`src/rtl/serial_tx_pkg.sv`:
```
// serial_tx_pkg: shared FSM state encoding and parameter defaults for the serial transmitter.
package serial_tx_pkg;

    localparam int CLKS_PER_BIT_DEF = 4;
    localparam int DATA_W_DEF       = 8;

    typedef enum logic [1:0] {
        IDLE  = 2'd0,
        START = 2'd1,
        DATA  = 2'd2,
        STOP  = 2'd3
    } state_t;

    function automatic int frame_cycles(input int clks_per_bit, input int data_w);
        return (data_w + 2) * clks_per_bit;
    endfunction

endpackage

```
`src/rtl/baud_tick.sv`:
```
// baud_tick: counts 0..CLKS_PER_BIT-1 while enabled and flags the last cycle of each bit.
module baud_tick
    import serial_tx_pkg::*;
#(
    parameter int CLKS_PER_BIT = CLKS_PER_BIT_DEF
) (
    input  logic clk,
    input  logic rst,
    input  logic en,
    output logic tick
);

    localparam int CW = (CLKS_PER_BIT > 1) ? $clog2(CLKS_PER_BIT) : 1;

    logic [CW-1:0] cnt;

    assign tick = en && (cnt == CW'(CLKS_PER_BIT - 1));

    // Held at zero while idle so every frame starts on a fresh bit boundary.
    always_ff @(posedge clk)
        if (rst || !en)
            cnt <= '0;
        else
            cnt <= tick ? '0 : cnt + 1'b1;

endmodule

```
`src/rtl/serial_tx.sv`:
```
// serial_tx: start/data/stop serial transmitter, LSB first, CLKS_PER_BIT clocks per bit.
module serial_tx
    import serial_tx_pkg::*;
#(
    parameter int CLKS_PER_BIT = CLKS_PER_BIT_DEF,
    parameter int DATA_W       = DATA_W_DEF
) (
    input  logic              clk,
    input  logic              rst,
    input  logic [DATA_W-1:0] data_in,
    input  logic              valid,
    output logic              ready,
    output logic              tx,
    output logic              busy,
    output logic              done
);

    localparam int BW = (DATA_W > 1) ? $clog2(DATA_W) : 1;

    state_t            state;
    logic [DATA_W-1:0] shreg;
    logic [DATA_W-1:0] nshreg;
    logic [BW-1:0]     bitc;
    logic              tick;
    logic              last_bit;

    baud_tick #(.CLKS_PER_BIT(CLKS_PER_BIT)) u_baud (
        .clk  (clk),
        .rst  (rst),
        .en   (busy),
        .tick (tick)
    );

    assign busy     = state != IDLE;
    assign ready    = (state == IDLE) && !rst;
    assign done     = (state == STOP) && tick;
    assign last_bit = bitc == BW'(DATA_W - 1);
    assign nshreg   = shreg >> 1;

    // tx is loaded one cycle ahead of each bit so the line only changes on bit boundaries.
    always_ff @(posedge clk)
        if (rst) begin
            state <= IDLE;
            tx    <= 1'b1;
            shreg <= '0;
            bitc  <= '0;
        end else begin
            case (state)
                IDLE:
                    if (valid) begin
                        state <= START;
                        shreg <= data_in;
                        bitc  <= '0;
                        tx    <= 1'b0;
                    end
                START:
                    if (tick) begin
                        state <= DATA;
                        tx    <= shreg[0];
                    end
                DATA:
                    if (tick) begin
                        if (last_bit) begin
                            state <= STOP;
                            tx    <= 1'b1;
                        end else begin
                            bitc  <= bitc + 1'b1;
                            shreg <= nshreg;
                            tx    <= nshreg[0];
                        end
                    end
                STOP:
                    if (tick)
                        state <= IDLE;
                default:
                    state <= IDLE;
            endcase
        end

endmodule

```
`config.mk`:
```
export PLATFORM = sky130hd
export DESIGN_NAME = serial_tx
export DESIGN_NICKNAME = d
export VERILOG_FILES = /design/src/rtl/serial_tx_pkg.sv /design/src/rtl/baud_tick.sv /design/src/rtl/serial_tx.sv
export SDC_FILE = /design/constraint.sdc
export NUM_CORES = 1
export LEC_CHECK = 0
export CORE_MARGIN = 3
export CORE_UTILIZATION = 35
export CTS_CLUSTER_DIAMETER = 120
export CTS_CLUSTER_SIZE = 8
export DETAILED_ROUTE_END_ITERATION = 12
export MAX_ROUTING_LAYER = met4
export SLEW_MARGIN = 20
export SYNTH_ARGS = -nofsm -noshare
export SYNTH_HDL_FRONTEND = slang
export SYNTH_SLANG_ARGS = --single-unit
export TNS_END_PERCENT = 30
```
`constraint.sdc`:
```
create_clock -name clk -period 1.8 [get_ports clk]
set_input_delay 0.36 -clock clk [delete_from_list [all_inputs] [get_ports clk]]
set_output_delay 0.36 -clock clk [all_outputs]
set_load 0.02 [all_outputs]
```
# After elaboration in Yosys (flattened, before gate mapping)
# Cells that the tools add are included.
totals:
  reg_bits: 16
  in_bits: 11
  wordCells: 51
classes:
  n_addsub: 2
  eq_ne: 11
  muxes: 19
  reduce_logical: 14
op_table:
  columns: ["op", "count"]
  rows:
  - ["$mux 8", 3]
  - ["$pmux 8 s2", 1]
  - ["$ne 2x2->1 const B", 6]
  - ["$mux 2", 5]
  - ["$mux 3", 3]
  - ["$pmux 2 s4", 1]
  - ["$reduce_and 4->1", 2]
  - ["$eq 2x2->1 const B", 3]
  - ["$pmux 3 s2", 1]
  - ["$reduce_and 5->1", 1]
  - ["$mux 1", 4]
  - ["$reduce_bool 2->1", 2]
  - ["$add 3x1->3 const B", 1]
  - ["$eq 3x3->1 const B", 1]
  - ["$logic_and 1x1->1", 3]
  - ["$pmux 1 s3", 1]
  - ["$reduce_bool 3->1", 1]
  - ["$add 2x1->2 const B", 1]
  - ["$eq 2x1->1 const B", 1]
  - ["$logic_not 1->1", 2]
  - ["$logic_not 2->1", 1]
  - ["$reduce_or 2->1", 1]
  - ["$logic_or 1x1->1", 1]

# Logic depth before layout (Yosys ltp)
# Gate-level depths: netlist of the first run.
depth:
  ltp_word: 4
  ltp_mapped: 7

# Hierarchy
# A second synthesis of the first run with hierarchy kept.
hier_totals:
  cells_unflattened: 88
  area_unflattened_um2: 868.3
modules_own_cells:
  columns: ["mod", "n_inst", "cells_each", "area_each_um2", "seq_area_each_um2"]
  rows:
  - ["serial_tx", 1, 82, 782.0, 280.3]
  - ["baud_tick", 1, 6, 86.3, 40.0]

# Worst setup path after synthesis of the first run
# OpenSTA, ideal clock, no wires.
synth_path:
  path_kind: "register to register"
  from: "register state[0]"
  to: "register state[0]"
  setup_ns: 0.136
  arrival_ns: 1.514
  path_slack_ns: 0.150
  path_stages_with_launch: 7
  period_less_slack_ns: 1.650
  cell_sequence: "dfxtp_1 -> inv_1 -> ha_1 -> clkbuf_1 -> or2_1 -> a2111oi_0 -> a211oi_1"
synth_between:
  elab_chain_cells: 4
  elab_cells_between_ends: 13
synth_lines:
  columns: ["element", "line_no", "source"]
  rows:
  - ["start: declaration", "serial_tx.sv:20", "state_t state;"]
  - ["start signal: assignment", "serial_tx.sv:43", "state <= IDLE;"]
  - ["start signal: assignment", "serial_tx.sv:51", "state <= START;"]
  - ["start signal: assignment", "serial_tx.sv:58", "state <= DATA;"]
  - ["$reduce_bool 2->1", "serial_tx.sv:34", "assign busy = state != IDLE;"]
  - ["$logic_and 1x1->1", "baud_tick.sv:17", "assign tick = en && (cnt == CW'(CLKS_PER_BIT - 1));"]
  - ["$ne 2x2->1 (no line)", null, null]
  - ["$reduce_and 5->1 (no line)", null, null]
# Several ways; a longest one is shown, not always the timed one.
# A chain may end at the register's enable or synchronous reset.

# Final worst setup path of the first run
layout_path:
  from: "register state[1]"
  to: "register state[0]"
# The elaborated chain is that of the path after synthesis.

==> results of run 1 <==
## path summary, 6_finish.rpt
kind | endpoint | slack [ps]
hold reg to reg | u_baud.cnt[0]$_SDFF_PP0_ | 440
setup reg to reg | state[0]$_SDFFE_PP0P_ | 80
setup / recovery | state[0]$_SDFFE_PP0P_ | 80
hold / removal | u_baud.cnt[0]$_SDFF_PP0_ | 440
## logic make-up after synthesis
group / count (synthesis) / share of synthesized area
and+or+nand+nor: 46 / 0.299
AOI/OAI and AO/OA: 19 / 0.156
DFF: 16 / 0.350
buffers and inverters: 14 / 0.0615
adders and majority gates: 9 / 0.123
muxes: 1 / 0.0109
## layer usage
layer  track usage  vias up
met5             -        -
met4        0.0298        0
met3        0.0362        2
met2         0.206       18
met1         0.169      372
li1              -      427
## state kept, by name (all words and copies together) (netlist names)
signal      cells
bitc            3
shreg           8
state           2
tx              1
u_baud.cnt      2
## final cells by class
class / instances / area (um^2) / share of cell area
Clock buffer: 4 / 36.3 / 0.0310
Inverter: 5 / 18.8 / 0.0160
Sequential cell: 16 / 320 / 0.274
Timing Repair Buffer: 26 / 219 / 0.187
Multi-Input combinational cell: 75 / 541 / 0.462
Tap cell: 28 / 35.0 / 0.0299
## cells in the mapped netlist, drive strengths merged (2+ instances only)
cell type,instances
nand4bb,2
ha,9
inv,5
nand2b,2
o21a,2
clkbuf,6
a221oi,7
nor3,14
a21oi,5
nand2,2
dfxtp,16
nor2b,9
nand3b,2
nand3,6
nor2,2
buf,3
## power by group through the flow
stage	Sequential, mW	Clock (mW)	Combinational, mW
floorplan	0.496	0	0.489
global placement	0.487	0	0.746
detailed placement	0.490	0	0.752
CTS	0.482	0.252	0.739
global route	0.494	0.266	0.830
finish	0.483	0.246	0.739
## worst max-delay path: stages (launching register included)
cell	delay, ps
dfxtp_1	320
buf_4	140
ha_1	220
or3_1	380
a211o_1	340
a211oi_1	230
## what timing repair did
action                                  in CTS  in global routing
pin swaps                                    0                  0
gates resized for setup                      4                  4
hold buffers                                 0                  0
endpoints found under the hold margin        0                  0
endpoints found under the setup margin       3                  8
## cells in the final DEF (no fill, tap or decap), types with 2 or more instances in the layout
cell and n:
nor3_1 14, nor2b_1 9, a21oi_1 5, inv_1 4, clkdlybuf4s50_1 11, nand3_1 6, nand4bb_1 2, dfxtp_1 16
nand2_1 2, nand3b_1 2, clkbuf_2 2, buf_4 12, o21a_1 2, a221oi_1 7, nor2_1 2, clkbuf_4 3
nand2b_1 2, ha_1 9
==> load_flow_metrics.sql, run 1 <==
INSERT INTO impl_metrics (metric_group, metric, value, unit) VALUES
('finish', 'stdcell_area', '1170', 'um^2'),
('timing', 'slew_viol_final', '0', ''),
('grt', 'gr-total-overflow', '0', ''),
('logic_synthesis', 'syn_area', '916', 'um^2'),
('worst_setup_path', 'critical_path_class', 'flip-flop to flip-flop', ''),
('drt', 'avgRoutedWirePerCell', '12.8', 'um'),
('job', 'maximum_capacitance_violations', '0', ''),
('hold_path', 'hold_depth', '1', ''),
('drt', 'iteration_0_drc_markers', '13', ''),
('logic_synthesis', 'postSynth.topFlopCell', 'dfxtp_1', ''),
('placement', 'placement.io_buffers', '14', ''),
('timing', 'finalHoldViolations', '0', ''),
('die', 'die_width', '57.2', 'um'),
('run_status', 'outcome', 'complete, no violations', ''),
('grt', 'grt_pass1_wl', '3370', 'um'),
('die', 'floorplan.initialDensity', '0.391', ''),
('die', 'design.die.area', '3270', 'um^2'),
('worst_setup_path', 'critPathArrivalTime', '1920', 'ps'),
('grt', 'antenna_found_initial', '0', ''),
('logic_synthesis', 'number_of_nets_in_the_synthesized_netlist', '125', ''),
('power', 'total_switching_power', '543', 'uW'),
('drt', 'detail-route-antenna-nets', '0', ''),
('finish', 'final_std_cells_w_o_fill', '154', ''),
('drt', 'wl_final', '1970', 'um'),
('timing', 'slew-limit-headroom', '0.770', ''),
('logic_synthesis', 'post_synth.cell_area_avg', '8.72', 'um^2'),
('timing', 'fmaxAchievable', '583', 'MHz'),
('power', 'worst_ir_drop_vdd', '581', 'uV'),
('timing', 'worst_hold_slack', '436', 'ps'),
('grt', 'track_usage', '0.132', ''),
('clock_tree', 'tritoncts', 'done', ''),
('power', 'static-leakage-power', '0.483', 'nW'),
('timing', 'setup_skew_after_layout', '0.757', 'ps'),
('clock_tree', 'post-cts-setup-buffer-count', '0', ''),
('logic_synthesis', 'synth_seq_cells', '16', ''),
('timing', 'finalCriticalPeriod', '1720', 'ps'),
('finish', 'areaGrowthSynthToFinish', '27.7', '%'),
('placement', 'placedInstanceArea', '1140', 'um^2'),
('clock_tree', 'clk_root_buffer_cell', 'clkbuf_4', ''),
('worst_setup_path', 'crit-reg2reg-launch', 'state[1]$_SDFFE_PP0P_', ''),
('clock_tree', 'worst_skew_pair.late_latency', '290', 'ps'),
('clock_tree', 'total_clock_buffers_created_by_cts', '3', ''),
('power', 'cell_internal_power', '924', 'uW'),
('logic_synthesis', 'synth.yosys.warnings', '0', ''),
('logic_synthesis', 'synth_sequential_area_ratio', '0.350', ''),
('drt', 'avgViaCountPerCell', '5.32', ''),
('placement', 'gpl.final_weighted_congestion', '0.828', ''),
('clock_tree', 'cts.reportedPaths.clkPinSlew', '100', 'ps'),
('finish', 'postLayoutCoreUtil', '0.500', ''),
('hold_path', 'hold_path_class', 'flip-flop to flip-flop', ''),
('die', 'boundaryPins', '15', ''),
('drt', 'highest_layer', 'met4', ''),
('drt', 'wl_met3', '98', 'um'),
('timing', 'finalSetupViolations', '0', ''),
('timing', 'timing_worst_slew_pin_value', '343', 'ps'),
('power', 'comb_power_share', '0.503', ''),
('timing', 'fin_crit_sh', '0.953', ''),
('clock_tree', 'clockBufferDepth', '2', ''),
('timing', 'finalWorstSetupSlack', '83.8', 'ps'),
('power', 'power.sequential.fraction', '0.329', ''),
('die', 'std_cell_rows', '17', ''),
('drt', 'vias', '819', ''),
('drt', 'drt_pre_antenna_iters', '4', ''),
('finish', 'fillCellCount', '239', ''),
('drt', 'met1Wirelength', '939', 'um'),
('finish', 'final_layout_size_suffix_gt1_frac', '0.151', ''),
('power', 'power_density', '1250', 'nW/um^2'),
('worst_setup_path', 'start_kind', 'flip-flop', ''),
('drt', 'met2WireLength', '916', 'um'),
('logic_synthesis', 'yosys.cell_types.count', '30', ''),
('logic_synthesis', 'post-synth-top-area-fraction', '0.350', '');
(Power assumes the default switching activity.)
==> inputs of run 2 (changes only) <==
HOLD_SLACK_MARGIN = 0.03   (was not set)
==> results of run 2 <==
Final layout, timing and power as in run 1 (identical DEF).
==> inputs of run 3 (changes only) <==
MAX_ROUTING_LAYER = not set   (was met4)
==> results of run 3 <==
Final layout, timing and power as in run 1 (identical DEF).
Main changes from that run: final weighted congestion in routability-driven placement 0.828 -> 0.816; overall routing resource usage 0.132 -> 0.128
